===== src/rtl/glitcbus_master.sv =====
// GLITCBUS master: serialises 16-bit address and 32-bit data over an 8-bit
// multiplexed address/data bus, with a configurable read turnaround.
module glitcbus_master #(
  parameter int TURNAROUND = 1
) (
  input  logic        clk_i,
  input  logic        rst_i,
  input  logic [15:0] gb_adr_i,
  input  logic [31:0] gb_dat_i,
  input  logic        gb_wr_i,
  input  logic        gb_rd_i,
  output logic [31:0] gb_dat_o,
  output logic        gb_ack_o,
  output logic        gb_busy_o,
  output logic        GSEL_B,
  output logic        GRDWR_B,
  output logic [7:0]  GAD_o,
  input  logic [7:0]  GAD_i,
  output logic        GAD_oe_o
);

  typedef enum logic [2:0] {IDLE, ADDR0, ADDR1, WDATA, TURN, RDATA, DONE} state_t;

  localparam logic [1:0] TURN_LAST = 2'(TURNAROUND - 1);

  state_t      state, state_n;
  logic [15:0] adr_q, adr_n;
  logic [31:0] wdat_q, wdat_n;
  logic        rd_q, rd_n;
  logic [1:0]  byte_cnt, byte_cnt_n, turn_cnt, turn_cnt_n;
  logic [1:0]  byte_inc;
  logic        gsel_n, grdwr_n, oe_n, ack_n, busy_n;
  logic [7:0]  gad_n;
  logic [31:0] rdat_n;

  assign byte_inc = byte_cnt + 2'd1;

  // All bus pins and handshake outputs are registered from the next-state decode,
  // so they change together with the state register.
  always_ff @(posedge clk_i or posedge rst_i) begin
    if (rst_i) begin
      state     <= IDLE;
      adr_q     <= '0;
      wdat_q    <= '0;
      rd_q      <= 1'b0;
      byte_cnt  <= '0;
      turn_cnt  <= '0;
      GSEL_B    <= 1'b1;
      GRDWR_B   <= 1'b1;
      GAD_oe_o  <= 1'b0;
      GAD_o     <= '0;
      gb_ack_o  <= 1'b0;
      gb_busy_o <= 1'b0;
      gb_dat_o  <= '0;
    end else begin
      state     <= state_n;
      adr_q     <= adr_n;
      wdat_q    <= wdat_n;
      rd_q      <= rd_n;
      byte_cnt  <= byte_cnt_n;
      turn_cnt  <= turn_cnt_n;
      GSEL_B    <= gsel_n;
      GRDWR_B   <= grdwr_n;
      GAD_oe_o  <= oe_n;
      GAD_o     <= gad_n;
      gb_ack_o  <= ack_n;
      gb_busy_o <= busy_n;
      gb_dat_o  <= rdat_n;
    end
  end

  always_comb begin
    state_n    = state;
    adr_n      = adr_q;
    wdat_n     = wdat_q;
    rd_n       = rd_q;
    byte_cnt_n = byte_cnt;
    turn_cnt_n = turn_cnt;
    gsel_n     = GSEL_B;
    grdwr_n    = GRDWR_B;
    oe_n       = GAD_oe_o;
    gad_n      = GAD_o;
    ack_n      = 1'b0;
    busy_n     = gb_busy_o;
    rdat_n     = gb_dat_o;

    case (state)
      // The edge closing the ack cycle may already start the next transaction,
      // so back-to-back requests see exactly one deselected cycle.
      IDLE, DONE: begin
        state_n = IDLE;
        gsel_n  = 1'b1;
        oe_n    = 1'b0;
        busy_n  = 1'b0;
        if (gb_wr_i || gb_rd_i) begin
          state_n    = ADDR0;
          adr_n      = gb_adr_i;
          wdat_n     = gb_dat_i;
          rd_n       = !gb_wr_i;
          grdwr_n    = !gb_wr_i;
          gsel_n     = 1'b0;
          oe_n       = 1'b1;
          gad_n      = gb_adr_i[7:0];
          busy_n     = 1'b1;
          byte_cnt_n = '0;
          turn_cnt_n = '0;
        end
      end
      ADDR0: begin
        state_n = ADDR1;
        gad_n   = adr_q[15:8];
      end
      ADDR1: begin
        byte_cnt_n = '0;
        turn_cnt_n = '0;
        if (rd_q) begin
          state_n = TURN;
          oe_n    = 1'b0;
        end else begin
          state_n = WDATA;
          gad_n   = wdat_q[7:0];
        end
      end
      WDATA: begin
        if (byte_cnt == 2'd3) begin
          state_n = DONE;
          gsel_n  = 1'b1;
          oe_n    = 1'b0;
          ack_n   = 1'b1;
        end else begin
          byte_cnt_n = byte_inc;
          gad_n      = wdat_q[{byte_inc, 3'b000} +: 8];
        end
      end
      TURN: begin
        if (turn_cnt == TURN_LAST) begin
          state_n    = RDATA;
          byte_cnt_n = '0;
        end else begin
          turn_cnt_n = turn_cnt + 2'd1;
        end
      end
      RDATA: begin
        rdat_n[{byte_cnt, 3'b000} +: 8] = GAD_i;
        if (byte_cnt == 2'd3) begin
          state_n = DONE;
          gsel_n  = 1'b1;
          ack_n   = 1'b1;
        end else begin
          byte_cnt_n = byte_inc;
        end
      end
      default: state_n = IDLE;
    endcase
  end

endmodule


===== config.mk =====
export PLATFORM = sky130hd
export DESIGN_NAME = glitcbus_master
export DESIGN_NICKNAME = d
export VERILOG_FILES = /design/src/rtl/glitcbus_master.sv
export SDC_FILE = /design/constraint.sdc
export NUM_CORES = 1
export LEC_CHECK = 0
export ABC_CLOCK_PERIOD_IN_PS = 2800
export CORE_UTILIZATION = 35
export DETAILED_ROUTE_END_ITERATION = 6
export MAX_ROUTING_LAYER = met4
export PLACE_DENSITY = 0.72
export SETUP_SLACK_MARGIN = 0.1
export SLEW_MARGIN = 20
export SYNTH_ARGS = -nofsm -noshare
export SYNTH_HDL_FRONTEND = slang
export SYNTH_SLANG_ARGS = --single-unit

===== constraint.sdc =====
create_clock -name clk_i -period 2.8 [get_ports clk_i]
set_input_delay 0.56 -clock clk_i [delete_from_list [all_inputs] [get_ports clk_i]]
set_output_delay 0.56 -clock clk_i [all_outputs]
set_load 0.005 [all_outputs]

==> Word level (Yosys, flattened, before mapping) <==
Index checks and enable logic that the tools add are counted.
W data, S select, Z words.
{ "op_classes": {"n_eq_ne": 16, "n_lt_le_gt_ge": 0, "n_reduce_logical": 18, "n_mux": 25, "n_div": 0, "n_mul": 0, "n_shift": 3, "bitwise": 0, "add_sub_neg": 3} }
{ "op_table": {"columns": ["op", "n"], "rows": [
  ["$bwmux W32", 1],
  ["$pmux W8 S4", 1],
  ["$shift A8 B7 Y32 const A", 1],
  ["$shiftx A32 B6 Y8", 1],
  ["$shiftx A8 B7 Y32", 1],
  ["$mux W8", 3],
  ["$ne A2 B2 Y1 const B", 8],
  ["$pmux W3 S5", 1],
  ["$eq A3 B3 Y1 const B", 3],
  ["$mux W3", 3],
  ["$mux W1", 8],
  ["$mux W2", 4],
  ["$pmux W2 S4", 1],
  ["$reduce_and A4 Y1", 2],
  ["$reduce_bool A4 Y1", 2],
  ["$neg A5 Y7", 1],
  ["$eq A3 B2 Y1 const B", 2],
  ["$pmux W2 S3", 1],
  ["$reduce_and A2 Y1", 3],
  ["$reduce_and A3 Y1", 2],
  ["$reduce_bool A3 Y1", 2],
  ["$add A2 B1 Y2 const B", 2],
  ["$reduce_or A2 Y1", 2],
  ["$eq A3 B1 Y1 const B", 1],
  ["other kinds (9)", 9]
]} }
{ "word_totals": {"mem_bits_rw": 0, "inputBits": 60, "regBits": 101, "elab_cells": 78, "rom_bits": 0, "latchBits": 0, "output_inout_bits": 45, "memories": 0} }

==> Depth between registers and ports, before layout <==
Gate-level depths: netlist of the first run.
{ "logic_depth": {"ltp_word": 4, "depth_mapped": 9, "ltp_nobuf": 6} }

==> Worst setup path after synthesis of the first run <==
OpenSTA, ideal clock, no wires.
{ "synth_path": {"path_type": "register to register", "from": "register byte_cnt[0]", "to": "register GAD_o[0]", "t_required_ps": 2675, "path_buffers": 3, "arrival_ps": 2233, "setup_time_ps": 125, "path_stages_with_launch": 10, "path_slack_ps": 443, "period_less_slack_ps": 2357, "path_cell_list": "dfrtp_1 > buf_6 > buf_8 > inv_1 > ha_1 > buf_1 > mux4_2 > a211oi_1 > a221oi_1 > mux2_2"} }
{ "synth_via": {"elab_chain_len": 4, "elab_cells_between_ends": 7, "classes_between": "add/sub: 1; eq/ne: 2; shift: 1; mux: 2; reduce/logical: 1"} }
{ "synth_rtl": {"columns": ["item", "line_no", "source"], "rows": [
  ["start: declaration", "30", "logic [1:0] byte_cnt, byte_cnt_n, turn_cnt, turn_cnt_n;"],
  ["start signal: assignment", "60", "byte_cnt <= byte_cnt_n;"],
  ["$add A2 B1 Y2", "36", "assign byte_inc = byte_cnt + 2'd1;"],
  ["$shiftx A32 B6 Y8", "132", "gad_n = wdat_q[{byte_inc, 3'b000} +: 8];"],
  ["$mux W8", "125", "if (byte_cnt == 2'd3) begin"],
  ["$pmux W8 S4", "87", "case (state)"],
  ["end signal: assignment", "65", "GAD_o <= gad_n;"],
  ["end: declaration", "17", "output logic [7:0] GAD_o,"]
]} }
Parallel ways exist; a longest one is shown, timed or not. The select of a mux whose other input is x is not followed.
A chain may end at the register's enable or synchronous reset.

==> Final worst setup path of the first run <==
{ "layout_path": {"from": "register byte_cnt[1]", "to": "register GAD_o[0]"} }
The elaborated chain is that of the path after synthesis.

==> run metrics, run 1 <==
outcome=finished clean; TNS Setup=0 ns; Detailed Place HPWL=around 7500 um; Final Slew Violations=0; Synth Flop Type=dfrtp_1; mux share of post-synthesis cell area=roughly 17%; Pre-Repair DR Iteration Count=4; # clock sinks=a little over 90; die height=~110 um; fillers=roughly 1,100; crit start category=flop; final setup vio count=0; Rows=40; Port Buffers=between 100 and 150; initial core utilization=approximately 36%; Crit-path slowest cell=ha_1; CTS tree=done; Yosys cell types=41; DR WL/cell=16.4 um; Post-Syn Area=about 4300 sq um; largest net degree at the start of global routing=55; clk buf depth=2; Slew HR=between 40% and 50%; fin crit share=about 84%; Worst path max stage delay=between 0.6 and 0.7 ns; Critical Path End Type=flop; cts repair resizes=0; Die Wd=between 100 and 150 um; total gr overflow=0; Syn Inst Count=around 370; GRT Overall Usage=between 15 and 20%; vias=3,176; Max Cap Viol=0; ant diodes=0; critical path class=reg -> reg; Compound-Gate Fraction of Synth Area=about 13%; count of state elements after synthesis=93; number of hold buffers added after CTS=0; area delta synth->final=35.4%; clk root buf=clkbuf_16; Simple-Gate Fraction of Synth Area=approximately a tenth; RSZ-0062 raised after global routing=false; most frequent cells after synthesis=dfrtp_1 (91), nand2_1 (58), mux2_2 (48), o21ai_0 (25), inv_1 (16); die area=~13,000 sq um; top cells by area, synth=dfrtp_1 (52%), mux2_2 (12%), nand2_1 (5.0%); Yosys top cell area share=between 50% and 60%; Worst EP required=between 3 and 4 ns; Worst Path Arrival=between 2 and 3 ns; setup bufs post-CTS=0; pre-CTS setup slack=roughly 0.24 ns; Hold Path Class=reg -> reg; Fin. Hold Viols=0; DR vias/cell=between 4 and 5; Final min period=between 2 and 2.5 ns; number of I/O pins=approximately 110; worst vdd ir=roughly 0.39 mV; skew final=~0.0081 ns; Worst Tran Pin Value=0.770 ns; final WL=~11,000 um; mean post-synth cell area=between 10 and 15 sq um; async set-reset flop share out of synthesis=100%; Nets=533; H-tree depth=3; Iteration-0 DRC Markers=approximately 140; final setup margin=between 0.4 and 0.5 ns; combinational family with the most area after synthesis=multiplexers; layout cells sized above 1=a little under a fifth; vias in the first global route=between 3,000 and 4,000; Pwr Density=between 1000 and 1500 nW/um^2; Post-Synth Adder-Cell Area=under 10%; RD Place Congestion=between 0.7 and 0.8; most frequent cell after synthesis=dfrtp_1; Core Region=12,100 sq um; Reg2Reg Setup Slack=0.44 ns; worst-path maximum fanout=13; Leak=between 0.002 and 0.0025 uW; worst path cell trace=inv_1, ha_1, mux4_2, a211oi_1, a221oi_1, mux2_2; cts bufs inserted=9; sequential area share after synthesis=between 50 and 60%; Final ANT Viol Nets=0; first-pass GRT wire length=between 15,000 and 20,000 um; initial antenna violation count=0; Warnings, synthesis=0; area leader, netlist=dfrtp_1; Post-synth EDFFs=0; Syn Nets=~430; Worst-Skew Late Latency=between 0.3 and 0.4 ns; fmax=424 MHz; remaining routing DRC violations=0; Reg clk slew, reported paths=around 0.06 ns; post-synthesis xor/xnor area fraction=0.375%
[report_power, final]
part | leakage (uW) | total, uW | internal [uW] | switching [uW]
sequential | 0.00110 | 2370 | 1960 | 406
clock | 0.000158 | 1320 | 805 | 511
combinational | 0.00114 | 2900 | 1650 | 1250
[cells by family after synthesis]
kind of cell,count (synthesis)
and+or+nand+nor,91
xor gates and xnor gates,1
DFF,93
AOI/OAI and AO/OA,80
buffers and inverters,37
adders and majority gates,7
muxes,56
[flip-flops by register name, indices dropped and copies added (netlist names), 2 cells and up]
signal,flops
GAD_o,8
byte_cnt,2
turn_cnt,2
state,3
wdat_q,32
gb_dat_o,32
adr_q,8
[path summary, 6_finish.rpt]
| path | to | start | cells past startpoint |
|---|---|---|---|
| max in group asynchronous | GRDWR_B | rst_i | 3 |
| setup reg to reg | GAD_o[0] | byte_cnt[1] | 6 |
| min in group asynchronous | wdat_q[24] | rst_i | 2 |
| hold / removal | gb_dat_o[3] | gb_dat_o[3] | 2 |
| hold reg to reg | gb_dat_o[3] | gb_dat_o[3] | 2 |
| setup / recovery | GAD_o[0] | byte_cnt[1] | 6 |
[cell type report]
| type | count | area (sq um) | share of cell area, % |
|---|---|---|---|
| Inverter | 16 | 63.8 | 1.09 |
| Multi-Input combinational cell | 235 | 1820 | 30.9 |
| Clock inverter | 6 | 86.3 | 1.47 |
| Clock buffer | 10 | 239 | 4.07 |
| Sequential cell | 93 | 2330 | 39.6 |
| Tap cell | 168 | 210 | 3.58 |
| Timing Repair Buffer | 111 | 1130 | 19.2 |
[stage by stage]
step | std cells | total power, uW | util, % | instance area [sq um] | hold slack, ns
detailed placement | 623 | 5300 | 46.0 | 5550 | 0.468
global placement | 623 | 5190 | 46.0 | 5550 | 0.464
finish | 639 | 6580 | 48.7 | 5880 | 0.482
CTS | 639 | 6640 | 48.7 | 5880 | 0.485
global route | 639 | 7020 | 48.7 | 5880 | 0.512
floorplan | 365 | 4250 | - | 4350 | 0.450
[cell usage in the layout (no fill, tap or decap), types with 2 or more instances in the layout]
cell and n:
a22o_1 8, a211oi_1 8, nor2_1 11, clkinv_2 2
clkdlybuf4s50_1 104, dfstp_2 2, nor2b_1 9, buf_4 4
o21ai_1 2, nand2b_1 6, a221oi_1 9, buf_12 3
inv_1 15, bufinv_16 2, dfrtp_1 91, clkbuf_16 9
nand2_1 58, a21oi_1 6, o22ai_1 9, mux4_2 4
o31ai_1 3, ha_1 7, o21ai_0 25, mux4_1 4
o21ba_2 2, mux2_2 48, clkinvlp_4 2
[critical path: cells and delay by family (launching register included)]
kind	cells	cell delay (ns)
fa+ha+maj	1	0.69
mux	2	0.69
flops	1	0.41
compound gates	2	0.35
buf+inv	1	0.10
[metal layers]
| metal | wire length, um | vias to the layer above | GRT usage (%) |
|---|---|---|---|
| met5 | 0 | - | - |
| li1 | - | 1507 | - |
| met4 | 125 | 0 | 6.14 |
| met3 | 476 | 6 | 3.88 |
| met1 | 4760 | 1575 | 22.7 |
| met2 | 5140 | 88 | 27.4 |
(Power assumes the default switching activity.)
==> run 2, diff against run 1 <==
Settings changed: ABC_CLOCK_PERIOD_IN_PS 2800 to 1900.
Clock period 2.8 ns to 1.9 ns, I/O delays scaled along.
==> run metrics, run 2 (synthesized netlist as in run 1, its figures left out) <==
Leak=roughly 0.0026 uW; worst-path maximum fanout=8; Min Hold Slack=0.480 ns; number of I/O pins=between 100 and 150; Final min period=about 1.9 ns; final WL=~11,000 um; Worst path max stage delay=approximately 0.42 ns; first-pass GRT wire length=16,900 um; vias=between 3,000 and 4,000; dpl cells=between 600 and 700; GRT Overall Usage=17.7%; number of hold buffers added after CTS=0; Rows=40; die area=about 13,000 sq um; remaining routing DRC violations=0; fillers=1,053; Max Cap Viol=0; fin crit share=roughly 100%; Hold Path Class=reg -> reg; Nets=between 500 and 600; skew final=slightly above 0.008 ns; outcome=finished clean; leading cell type in the layout, fill and taps excluded=clkdlybuf4s50_1; Fin. Hold Viols=0; Slew HR=68.5%; total gr overflow=0; clk buf depth=2; Detailed Place HPWL=approximately 7700 um; worst vdd ir=0.649 mV; Pwr Density=1740 nW/um^2; Port Buffers=about 100; area delta synth->final=46.5%; crit start category=flop; Reg clk slew, reported paths=about 0.07 ns; fmax=approximately 530 MHz; worst path cell trace=buf_4, ha_2, nand2_1, a221oi_2, a2bb2oi_2, buf_12, mux2_2; cts bufs inserted=9; Die Wd=roughly 110 um; most frequent cells in the layout=clkdlybuf4s50_1 (104), dfrtp_1 (88), nand2_1 (51); Worst Path Arrival=approximately 2.1 ns; Worst Tran Pin Value=about 0.47 ns; top flop regs=gb_dat_o (32), wdat_q (32); Core Region=approximately 12,000 sq um; critical path class=reg -> reg; RSZ-0062 raised after global routing=true; CTS tree=done; Worst-Skew Late Latency=roughly 0.34 ns; Worst EP required=approximately 2.1 ns; final setup vio count=0; Pre-Repair DR Iteration Count=4; RD Place Congestion=between 0.8 and 0.9; initial core utilization=36.0%; Final Power=~11,000 uW; Crit-path slowest cell=dfrtp_2; largest net degree at the start of global routing=72; ant diodes=0; Non-Filler Instances=between 600 and 700; Final ANT Viol Nets=0; Iteration-0 DRC Markers=144; vias in the first global route=3,334; DR WL/cell=approximately 16 um; Final Slew Violations=0; initial antenna violation count=0; die height=between 100 and 150 um; H-tree depth=3; Critical Path End Type=flop; TNS Setup=0 ns; DR vias/cell=4.94; clk root buf=clkbuf_16; # clock sinks=93; layout cells sized above 1=~30%
==> run 2: changes by cell type in the layout (fill, tap and decap cells not counted), sizes merged <==
cell / change
buf: +30
clkbuf: +2
clkinv: -2
inv: +2
bufinv: +1
clkinvlp: -1
==> run 2: final cells by class <==
class,count,area (sq um),area share [%]
clock buffers,10,239,3.76
inverters,16,66.3,1.04
well taps,168,210,3.30
flip-flops and latches,93,2330,36.7
multi-input cells,235,1950,30.6
repair buffers,143,1450,22.7
clock inverters,6,116,1.83
==> run 2: layer usage <==
layer  vias up  share of wire, %  wire, um  global-route usage [%]
met5         -                 0         0                       -
met1      1649                43      4740                    21.3
met2        87                50      5500                    28.3
li1       1566                 -         -                       -
met4         0               1.1       123                    4.91
met3        12               5.8       642                    5.90
==> run 2: critical path, delay by kind of cell, from the launching register on <==
family,cells,cell delay [ns]
AOI/OAI and AO/OA,2,0.52
DFF,1,0.42
muxes,1,0.33
buffers and inverters,2,0.29
adders and majority gates,1,0.16
and+or+nand+nor,1,0.06
==> run 2: final timing paths <==
kind                        startpoint           end  slack (ns)  depth (start not counted)
min                        gb_dat_o[3]   gb_dat_o[3]        0.48                          2
max in group asynchronous        rst_i       GRDWR_B        1.06                          3
max reg2reg                byte_cnt[0]      GAD_o[4]      0.0006                          7
min reg2reg                gb_dat_o[3]   gb_dat_o[3]        0.48                          2
min in group asynchronous        rst_i  gb_dat_o[20]        0.49                          3
max                        byte_cnt[0]      GAD_o[4]      0.0006                          7
==> run 2: power breakdown <==
part           switching, uW  internal [uW]
logic                   2270           3230
registers                569           2890
clock network            784           1330
total                   3630           7460
==> run 2: metrics by stage <==
stage	util (%)	cell area [sq um]	setup slack, ns
2_1_floorplan	-	4400	-0.146
3_3_place_gp	47.9	5770	-0.200
3_5_place_dp	47.9	5770	-0.261
4_1_cts	51.4	6200	0.0228
5_1_grt	52.7	6360	-0.0385
6_report	52.7	6360	0.000582
==> run 2: timing repair <==
action	in CTS	in global routing
gates resized for setup	10	38
pin swaps	2	2
cloned	0	2
setup endpoints to repair	8	53
setup buffers	6	2
==> run 3, diff against run 2 <==
Settings changed: HOLD_SLACK_MARGIN set to 0.06.
==> results of run 3 <==
No change in the layout: final DEF, timing and power equal those of run 2.
